### config.mk
export PLATFORM = sky130hd
export DESIGN_NAME = ptv_req_ctrl_flat
export DESIGN_NICKNAME = d
export VERILOG_FILES = /design/src/rtl/ptv_req_ctrl_if.sv /design/src/rtl/ptv_req_ctrl.sv /design/src/flat_wrapper.sv
export SDC_FILE = /design/constraint.sdc
export NUM_CORES = 1
export LEC_CHECK = 0
export CELL_PAD_IN_SITES_DETAIL_PLACEMENT = 1
export CELL_PAD_IN_SITES_GLOBAL_PLACEMENT = 1
export CORE_MARGIN = 2
export CORE_UTILIZATION = 41
export CTS_CLUSTER_DIAMETER = 100
export DETAILED_ROUTE_END_ITERATION = 10
export PLACE_DENSITY_LB_ADDON = 0.1
export SLEW_MARGIN = 10
export SYNTH_ARGS = -nofsm -noshare
export SYNTH_HDL_FRONTEND = slang
export SYNTH_SLANG_ARGS = --single-unit
### constraint.sdc
create_clock -name i_clk -period 3.2 [get_ports i_clk]
set_input_delay 0.64 -clock i_clk [delete_from_list [all_inputs] [get_ports i_clk]]
set_output_delay 0.64 -clock i_clk [all_outputs]
set_load 0.005 [all_outputs]
### src/rtl/ptv_req_ctrl_if.sv
// rtl/ptv_req_ctrl_if.sv - request, config, decoder and response signal bundle for ptv_req_ctrl
interface ptv_req_ctrl_if #(
  parameter int BITMAP = 128,
  parameter int TAG_W  = 4
);
  localparam int ADDR_W = $clog2(BITMAP);
  localparam int STAGES = ADDR_W;
  localparam int NODES  = BITMAP / 2;
  localparam int STG_W  = $clog2(STAGES);

  logic                         i_req_vld;
  logic                         o_req_rdy;
  logic [ADDR_W-1:0]            i_req_paddr;
  logic [TAG_W-1:0]             i_req_tag;
  logic                         i_cfg_vld;
  logic                         o_cfg_rdy;
  logic [STG_W-1:0]             i_cfg_stg;
  logic [NODES-1:0]             i_cfg_data;
  logic                         i_cfg_commit;
  logic                         o_cfg_done;
  logic                         o_cfg_err;
  logic [ADDR_W-1:0]            o_dec_paddr;
  logic                         o_dec_oreg_en;
  logic [STAGES-1:0][NODES-1:0] o_dec_scb;
  logic [ADDR_W-1:0]            i_dec_vaddr;
  logic                         o_rsp_vld;
  logic                         i_rsp_rdy;
  logic [ADDR_W-1:0]            o_rsp_vaddr;
  logic [TAG_W-1:0]             o_rsp_tag;

  modport slave (
    input  i_req_vld, i_req_paddr, i_req_tag,
    input  i_cfg_vld, i_cfg_stg, i_cfg_data, i_cfg_commit,
    input  i_dec_vaddr, i_rsp_rdy,
    output o_req_rdy, o_cfg_rdy, o_cfg_done, o_cfg_err,
    output o_dec_paddr, o_dec_oreg_en, o_dec_scb,
    output o_rsp_vld, o_rsp_vaddr, o_rsp_tag
  );

  modport master (
    output i_req_vld, i_req_paddr, i_req_tag,
    output i_cfg_vld, i_cfg_stg, i_cfg_data, i_cfg_commit,
    output i_dec_vaddr, i_rsp_rdy,
    input  o_req_rdy, o_cfg_rdy, o_cfg_done, o_cfg_err,
    input  o_dec_paddr, o_dec_oreg_en, o_dec_scb,
    input  o_rsp_vld, o_rsp_vaddr, o_rsp_tag
  );
endinterface

### src/rtl/ptv_req_ctrl.sv
// rtl/ptv_req_ctrl.sv - request queue, lookup sequencer and double-buffered SCB bank
module ptv_req_ctrl #(
  parameter int BITMAP = 128,
  parameter int DEPTH  = 4,
  parameter int TAG_W  = 4
) (
  input logic           i_clk,
  input logic           i_rst_n,
  ptv_req_ctrl_if.slave bus
);
  localparam int ADDR_W = $clog2(BITMAP);
  localparam int STAGES = ADDR_W;
  localparam int NODES  = BITMAP / 2;
  localparam int PTR_W  = $clog2(DEPTH);
  localparam int CNT_W  = $clog2(DEPTH + 1);
  localparam logic [CNT_W-1:0] FULL_CNT = CNT_W'(DEPTH);

  typedef enum logic [2:0] {S_IDLE, S_LOOKUP, S_CAPTURE, S_HOLD, S_SWAP} state_t;

  state_t                       state_q;
  logic [ADDR_W-1:0]            fifo_paddr_q [DEPTH];
  logic [TAG_W-1:0]             fifo_tag_q   [DEPTH];
  logic [PTR_W-1:0]             wr_ptr_q;
  logic [PTR_W-1:0]             rd_ptr_q;
  logic [CNT_W-1:0]             count_q;
  logic [CNT_W-1:0]             count_d;
  logic [STAGES-1:0][NODES-1:0] shadow_q;
  logic [STAGES-1:0][NODES-1:0] active_q;
  logic                         pending_q;
  logic                         cfg_done_q;
  logic                         cfg_err_q;
  logic [ADDR_W-1:0]            dec_paddr_q;
  logic                         oreg_en_q;
  logic                         rsp_vld_q;
  logic [ADDR_W-1:0]            rsp_vaddr_q;
  logic [TAG_W-1:0]             rsp_tag_q;

  logic              req_rdy;
  logic              push;
  logic              pop;
  logic              have_work;
  logic              resume;
  logic              swap_go;
  logic              lookup_go;
  logic              cfg_acc;
  logic              stg_ok;
  logic [ADDR_W-1:0] head_paddr;

  assign req_rdy = (count_q != FULL_CNT);
  assign push    = bus.i_req_vld && req_rdy;
  assign pop     = (state_q == S_CAPTURE);

  // A request arriving into an empty queue is forwarded straight to the
  // decoder so the idle-to-response latency stays at three cycles.
  assign have_work  = (count_q != '0) || push;
  assign head_paddr = (count_q != '0) ? fifo_paddr_q[rd_ptr_q] : bus.i_req_paddr;

  // IDLE and an accepted HOLD share one decision point; a pending swap wins.
  assign resume    = (state_q == S_IDLE) || ((state_q == S_HOLD) && bus.i_rsp_rdy);
  assign swap_go   = resume && pending_q;
  assign lookup_go = resume && !pending_q && have_work;

  assign cfg_acc = bus.i_cfg_vld && !pending_q;
  assign stg_ok  = (int'(bus.i_cfg_stg) < STAGES);

  // Occupancy bookkeeping; simultaneous push and pop cancel out.
  always_comb begin
    count_d = count_q;
    if (push && !pop) begin
      count_d = count_q + CNT_W'(1);
    end else if (pop && !push) begin
      count_d = count_q - CNT_W'(1);
    end
  end

  // Request FIFO storage and wrapping pointers.
  always_ff @(posedge i_clk) begin
    if (!i_rst_n) begin
      wr_ptr_q <= '0;
      rd_ptr_q <= '0;
      count_q  <= '0;
    end else begin
      if (push) begin
        fifo_paddr_q[wr_ptr_q] <= bus.i_req_paddr;
        fifo_tag_q[wr_ptr_q]   <= bus.i_req_tag;
        wr_ptr_q               <= wr_ptr_q + PTR_W'(1);
      end
      if (pop) begin
        rd_ptr_q <= rd_ptr_q + PTR_W'(1);
      end
      count_q <= count_d;
    end
  end

  // Shadow writes, commit tracking and the shadow-to-active copy on swap entry.
  always_ff @(posedge i_clk) begin
    if (!i_rst_n) begin
      shadow_q   <= '0;
      active_q   <= '0;
      pending_q  <= 1'b0;
      cfg_done_q <= 1'b0;
      cfg_err_q  <= 1'b0;
    end else begin
      cfg_done_q <= swap_go;
      cfg_err_q  <= cfg_acc && !stg_ok;
      if (cfg_acc && stg_ok) begin
        shadow_q[bus.i_cfg_stg] <= bus.i_cfg_data;
      end
      if (swap_go) begin
        active_q  <= shadow_q;
        pending_q <= 1'b0;
      end else if (bus.i_cfg_commit) begin
        pending_q <= 1'b1;
      end
    end
  end

  // Lookup sequencer with registered decoder and response outputs.
  always_ff @(posedge i_clk) begin
    if (!i_rst_n) begin
      state_q     <= S_IDLE;
      dec_paddr_q <= '0;
      oreg_en_q   <= 1'b0;
      rsp_vld_q   <= 1'b0;
      rsp_vaddr_q <= '0;
      rsp_tag_q   <= '0;
    end else begin
      oreg_en_q <= 1'b0;
      case (state_q)
        S_IDLE, S_HOLD: begin
          if (resume) begin
            rsp_vld_q <= 1'b0;
            if (swap_go) begin
              state_q <= S_SWAP;
            end else if (lookup_go) begin
              state_q     <= S_LOOKUP;
              dec_paddr_q <= head_paddr;
              oreg_en_q   <= 1'b1;
            end else begin
              state_q <= S_IDLE;
            end
          end
        end
        S_LOOKUP: begin
          state_q <= S_CAPTURE;
        end
        S_CAPTURE: begin
          rsp_vaddr_q <= bus.i_dec_vaddr;
          rsp_tag_q   <= fifo_tag_q[rd_ptr_q];
          rsp_vld_q   <= 1'b1;
          state_q     <= S_HOLD;
        end
        S_SWAP: begin
          state_q <= S_IDLE;
        end
        default: begin
          state_q <= S_IDLE;
        end
      endcase
    end
  end

  assign bus.o_req_rdy     = req_rdy;
  assign bus.o_cfg_rdy     = !pending_q;
  assign bus.o_cfg_done    = cfg_done_q;
  assign bus.o_cfg_err     = cfg_err_q;
  assign bus.o_dec_paddr   = dec_paddr_q;
  assign bus.o_dec_oreg_en = oreg_en_q;
  assign bus.o_dec_scb     = active_q;
  assign bus.o_rsp_vld     = rsp_vld_q;
  assign bus.o_rsp_vaddr   = rsp_vaddr_q;
  assign bus.o_rsp_tag     = rsp_tag_q;
endmodule

### src/flat_wrapper.sv
// flat-port wrapper written by rule: the top's interface ports become plain ports
module ptv_req_ctrl_flat 
#(
  parameter int BITMAP = 128,
  parameter int DEPTH  = 4,
  parameter int TAG_W  = 4
)
  (i_clk, i_rst_n, bus_i_req_vld, bus_i_req_paddr, bus_i_req_tag, bus_i_cfg_vld, bus_i_cfg_stg, bus_i_cfg_data, bus_i_cfg_commit, bus_i_dec_vaddr, bus_i_rsp_rdy, bus_o_req_rdy, bus_o_cfg_rdy, bus_o_cfg_done, bus_o_cfg_err, bus_o_dec_paddr, bus_o_dec_oreg_en, bus_o_dec_scb, bus_o_rsp_vld, bus_o_rsp_vaddr, bus_o_rsp_tag);
  ptv_req_ctrl_if #(.BITMAP(BITMAP), .TAG_W(TAG_W)) bus_i ();
  input logic i_clk;
  input logic i_rst_n;
  input wire logic [$bits(bus_i.i_req_vld)-1:0] bus_i_req_vld;
  input wire logic [$bits(bus_i.i_req_paddr)-1:0] bus_i_req_paddr;
  input wire logic [$bits(bus_i.i_req_tag)-1:0] bus_i_req_tag;
  input wire logic [$bits(bus_i.i_cfg_vld)-1:0] bus_i_cfg_vld;
  input wire logic [$bits(bus_i.i_cfg_stg)-1:0] bus_i_cfg_stg;
  input wire logic [$bits(bus_i.i_cfg_data)-1:0] bus_i_cfg_data;
  input wire logic [$bits(bus_i.i_cfg_commit)-1:0] bus_i_cfg_commit;
  input wire logic [$bits(bus_i.i_dec_vaddr)-1:0] bus_i_dec_vaddr;
  input wire logic [$bits(bus_i.i_rsp_rdy)-1:0] bus_i_rsp_rdy;
  output wire logic [$bits(bus_i.o_req_rdy)-1:0] bus_o_req_rdy;
  output wire logic [$bits(bus_i.o_cfg_rdy)-1:0] bus_o_cfg_rdy;
  output wire logic [$bits(bus_i.o_cfg_done)-1:0] bus_o_cfg_done;
  output wire logic [$bits(bus_i.o_cfg_err)-1:0] bus_o_cfg_err;
  output wire logic [$bits(bus_i.o_dec_paddr)-1:0] bus_o_dec_paddr;
  output wire logic [$bits(bus_i.o_dec_oreg_en)-1:0] bus_o_dec_oreg_en;
  output wire logic [$bits(bus_i.o_dec_scb)-1:0] bus_o_dec_scb;
  output wire logic [$bits(bus_i.o_rsp_vld)-1:0] bus_o_rsp_vld;
  output wire logic [$bits(bus_i.o_rsp_vaddr)-1:0] bus_o_rsp_vaddr;
  output wire logic [$bits(bus_i.o_rsp_tag)-1:0] bus_o_rsp_tag;
  assign bus_i.i_req_vld = bus_i_req_vld;
  assign bus_i.i_req_paddr = bus_i_req_paddr;
  assign bus_i.i_req_tag = bus_i_req_tag;
  assign bus_i.i_cfg_vld = bus_i_cfg_vld;
  assign bus_i.i_cfg_stg = bus_i_cfg_stg;
  assign bus_i.i_cfg_data = bus_i_cfg_data;
  assign bus_i.i_cfg_commit = bus_i_cfg_commit;
  assign bus_i.i_dec_vaddr = bus_i_dec_vaddr;
  assign bus_i.i_rsp_rdy = bus_i_rsp_rdy;
  assign bus_o_req_rdy = bus_i.o_req_rdy;
  assign bus_o_cfg_rdy = bus_i.o_cfg_rdy;
  assign bus_o_cfg_done = bus_i.o_cfg_done;
  assign bus_o_cfg_err = bus_i.o_cfg_err;
  assign bus_o_dec_paddr = bus_i.o_dec_paddr;
  assign bus_o_dec_oreg_en = bus_i.o_dec_oreg_en;
  assign bus_o_dec_scb = bus_i.o_dec_scb;
  assign bus_o_rsp_vld = bus_i.o_rsp_vld;
  assign bus_o_rsp_vaddr = bus_i.o_rsp_vaddr;
  assign bus_o_rsp_tag = bus_i.o_rsp_tag;
  ptv_req_ctrl #(.BITMAP(BITMAP), .DEPTH(DEPTH), .TAG_W(TAG_W)) u_core (.i_clk(i_clk), .i_rst_n(i_rst_n), .bus(bus_i));
endmodule
==> flow_metrics.env <==
export IMPL_gp_congestion=0.798
export IMPL_numCtsBuffers=101
export IMPL_relSlewSlack=0.202
export IMPL_ys_types=38
export IMPL_io_buffers=562
export IMPL_cp_max_fo=8
export IMPL_cp_start_kind="register"
export IMPL_wire_per_inst_um=23.7
export IMPL_rsz0062_at_grt="no"
export IMPL_antenna_cells=0
export IMPL_layout_common_cells="nand2_1 (936), dfxtp_1 (931), clkdlybuf4s50_1 (561), a22o_1 (448), a21boi_0 (383)"
export IMPL_slowest_stage="dfxtp_1"
export IMPL_dpl_hpwl_um=71700
export IMPL_routed_wl_um=113000
export IMPL_ioPinCount=563
export IMPL_r2r_cells=9
export IMPL_syn_nets=3270
export IMPL_ir_drop_mv=0.476
export IMPL_hold_viol=0
export IMPL_grt_pass1_wl_um=169000
export IMPL_power_density_nw_per_um2=646
export IMPL_post_cts_setup_buffers=0
export IMPL_worst_pin_slew_ns=1.20
export IMPL_power_leakage_nw=15.2
export IMPL_r2r_end="u_core.count_q[2]"
export IMPL_ys_warn_count=0
export IMPL_fin_skew_ns=0.0221
export IMPL_crit_chain="buf_4, inv_1, clkdlybuf4s50_1"
export IMPL_required_ns=2.56
export IMPL_critPathLaunch="u_core.pending_q"
export IMPL_final_antenna_net_count=0
export IMPL_clkLatencyLatePin_ns=0.65
export IMPL_finalSetupViolCount=0
export IMPL_grt_ovfl_total=0
export IMPL_outcome="completed"
export IMPL_drtPass1Iterations=5
export IMPL_grt_pass1_vias=27100
export IMPL_max_freq_mhz=379
export IMPL_ys_seq_area_frac=0.605
export IMPL_reg2reg_slack_ns=0.61
export IMPL_end_kind="output port"
export IMPL_layout_min_cycle_time_ns=2.64
export IMPL_synthCells=3173
export IMPL_drcViolationCount=0
export IMPL_clkSinkCount=975
export IMPL_ctsResizeCount=0
export IMPL_vias_per_cell=5.46
export IMPL_cts_root_buffer="clkbuf_16"
export IMPL_fin_crit_sh=0.824
export IMPL_vias=26000
export IMPL_arrival_ns=2.00
export IMPL_power_mw=27.8
export IMPL_regToRegStartpoint="u_core.state_q[1]"
export IMPL_cts_clk_slew_worst_paths_ns=0.06
export IMPL_worst_path_largest_cell_delay_ns=0.57
export IMPL_num_rows=103
export IMPL_grt_usage=0.265
export IMPL_path_class="register to output port"
export IMPL_start_util=0.416
export IMPL_syn_area_um2=33000
export IMPL_yosys_most_used_dff="dfxtp_1"
export IMPL_nFillCells=8367
export IMPL_hp_class="input port to register"
export IMPL_antenna_found_initial=0
export IMPL_final_common_cell="nand2_1"
export IMPL_first_iter_violations=1617
export IMPL_crit_end="bus_o_cfg_rdy"
export IMPL_cts_tree="done"
export IMPL_die_area_um2=82700
export IMPL_synth_edf_count=44
export IMPL_maxCapViolCount=0
export IMPL_finalNetCount=3733
export IMPL_die_h_um=288
export IMPL_drv_slew=0
export IMPL_htree_levels=3
export IMPL_synth_seq_cells=975
export IMPL_grt_max_degree=216
export IMPL_synthArstFlopShare=0
export IMPL_ctsHoldBuffers=0
export IMPL_tns_ns=0
export IMPL_avgSynthCellArea_um2=10.4
export IMPL_clock_path_buffers=3
export IMPL_syn_to_final_growth_pct=30.3
export IMPL_drive_above_1_share=0.0672
export IMPL_fp_dieW_um=288
export IMPL_design_core_area_um2=79300
==> cells by family (layout without fill, tap and decap cells) <==
| kind of cell | after synthesis | in the layout | synth area share |
|---|---|---|---|
| AO/OA/AOI/OAI | 924 | 924 | 0.228 |
| multiplexers | 13 | 13 | 0.00812 |
| buffers and inverters | 261 | 806 | 0.0380 |
| adder cells (fa/ha/maj) | 6 | 6 | 0.00250 |
| flip-flops | 975 | 975 | 0.605 |
| XOR/XNOR | 5 | 5 | 0.00133 |
| AND/OR/NAND/NOR | 989 | 989 | 0.117 |
==> cell type report <==
class                           instances  area (µm²)  share of cell area
Sequential cell                       975       20000               0.464
Multi-Input combinational cell       1937       11800               0.276
Timing Repair Buffer                  616        6360               0.148
Clock buffer                          147        3010              0.0701
Tap cell                             1050        1310              0.0306
Clock inverter                         38         464              0.0108
Inverter                                5        18.8            0.000437
==> worst min-delay path by stage <==
stage,from,to,cells past startpoint,slack [ns]
2_1_floorplan,u_core.shadow_q[131],u_core.shadow_q[131],2,0.44
3_3_place_gp,u_core.shadow_q[259],u_core.shadow_q[259],2,0.44
3_5_place_dp,u_core.shadow_q[224],u_core.shadow_q[224],2,0.45
4_1_cts,i_rst_n,u_core.bus.o_dec_paddr[3],2,0.34
5_1_grt,i_rst_n,u_core.bus.o_dec_paddr[3],2,0.36
6_report,i_rst_n,u_core.bus.o_dec_paddr[3],2,0.39
==> synth_stat cells, types with 2 or more instances <==
| master | count | area [µm²] |
|---|---|---|
| nand4_1 | 7 | 43.8 |
| clkbuf_1 | 132 | 495 |
| buf_4 | 45 | 338 |
| a21boi_0 | 383 | 2880 |
| nand2_1 | 939 | 3520 |
| nor3_2 | 2 | 20.0 |
| a22o_1 | 448 | 3920 |
| nor2_1 | 5 | 18.8 |
| a21boi_1 | 80 | 601 |
| buf_2 | 71 | 355 |
| o21a_1 | 2 | 15.0 |
| or3_1 | 4 | 25.0 |
| nor2b_1 | 4 | 25.0 |
| xor2_1 | 2 | 17.5 |
| nand2b_1 | 3 | 18.8 |
| mux2i_1 | 2 | 20.0 |
| nor3b_1 | 2 | 15.0 |
| inv_1 | 5 | 18.8 |
| o211a_1 | 7 | 70.1 |
| xnor2_1 | 3 | 26.3 |
| mux4_2 | 11 | 248 |
| buf_1 | 6 | 22.5 |
| and2_1 | 9 | 56.3 |
| dfxtp_1 | 931 | 18600 |
| ha_1 | 5 | 62.6 |
| and3_1 | 9 | 56.3 |
| buf_6 | 2 | 22.5 |
| edfxtp_1 | 44 | 1320 |
==> metrics by stage <==
step	instances	util	instance area, µm²	setup slack, ns	hold slack (ns)
2_1_floorplan	3173	-	33000	0.823	0.435
3_3_place_gp	4583	0.498	39500	0.447	0.441
3_5_place_dp	4583	0.498	39500	0.265	0.449
4_1_cts	4768	0.542	43000	0.510	0.344
5_1_grt	4768	0.542	43000	0.424	0.363
6_report	4768	0.542	43000	0.564	0.392
==> where the power goes <==
group / switching (mW) / internal (mW)
combinational: 1.74 / 1.02
clock: 4.93 / 7.26
sequential: 0.247 / 12.6
total: 6.92 / 20.8
==> routing by layer <==
| metal | up-vias | share of wire | track usage |
|---|---|---|---|
| met5 | - | 0 | 0 |
| met4 | 0 | 0.041 | 0.107 |
| met3 | 201 | 0.048 | 0.0410 |
| met2 | 721 | 0.47 | 0.438 |
| met1 | 13200 | 0.44 | 0.347 |
| li1 | 11900 | - | - |
==> state kept, by name, indices dropped and copies added, names as in the netlist, named ones only <==
register,flops
u_core.wr_ptr_q,2
u_core.bus.o_dec_paddr,7
u_core.state_q,3
u_core.bus.o_rsp_vld,1
u_core.shadow_q,448
u_core.bus.o_rsp_tag,4
u_core.fifo_paddr_q,28
u_core.pending_q,1
u_core.fifo_tag_q,16
u_core.bus.o_dec_scb,448
u_core.count_q,3
u_core.bus.o_cfg_err,1
u_core.bus.o_rsp_vaddr,7
u_core.bus.o_dec_oreg_en,1
u_core.rd_ptr_q,2
u_core.bus.o_cfg_done,1
==> worst max-delay path: cells and delay by family, from the launching register on <==
kind | cells | cell delay (ns)
buffers and inverters | 3 | 0.78
flip-flops | 1 | 0.57
No activity file was read; power rests on OpenSTA's default activity.
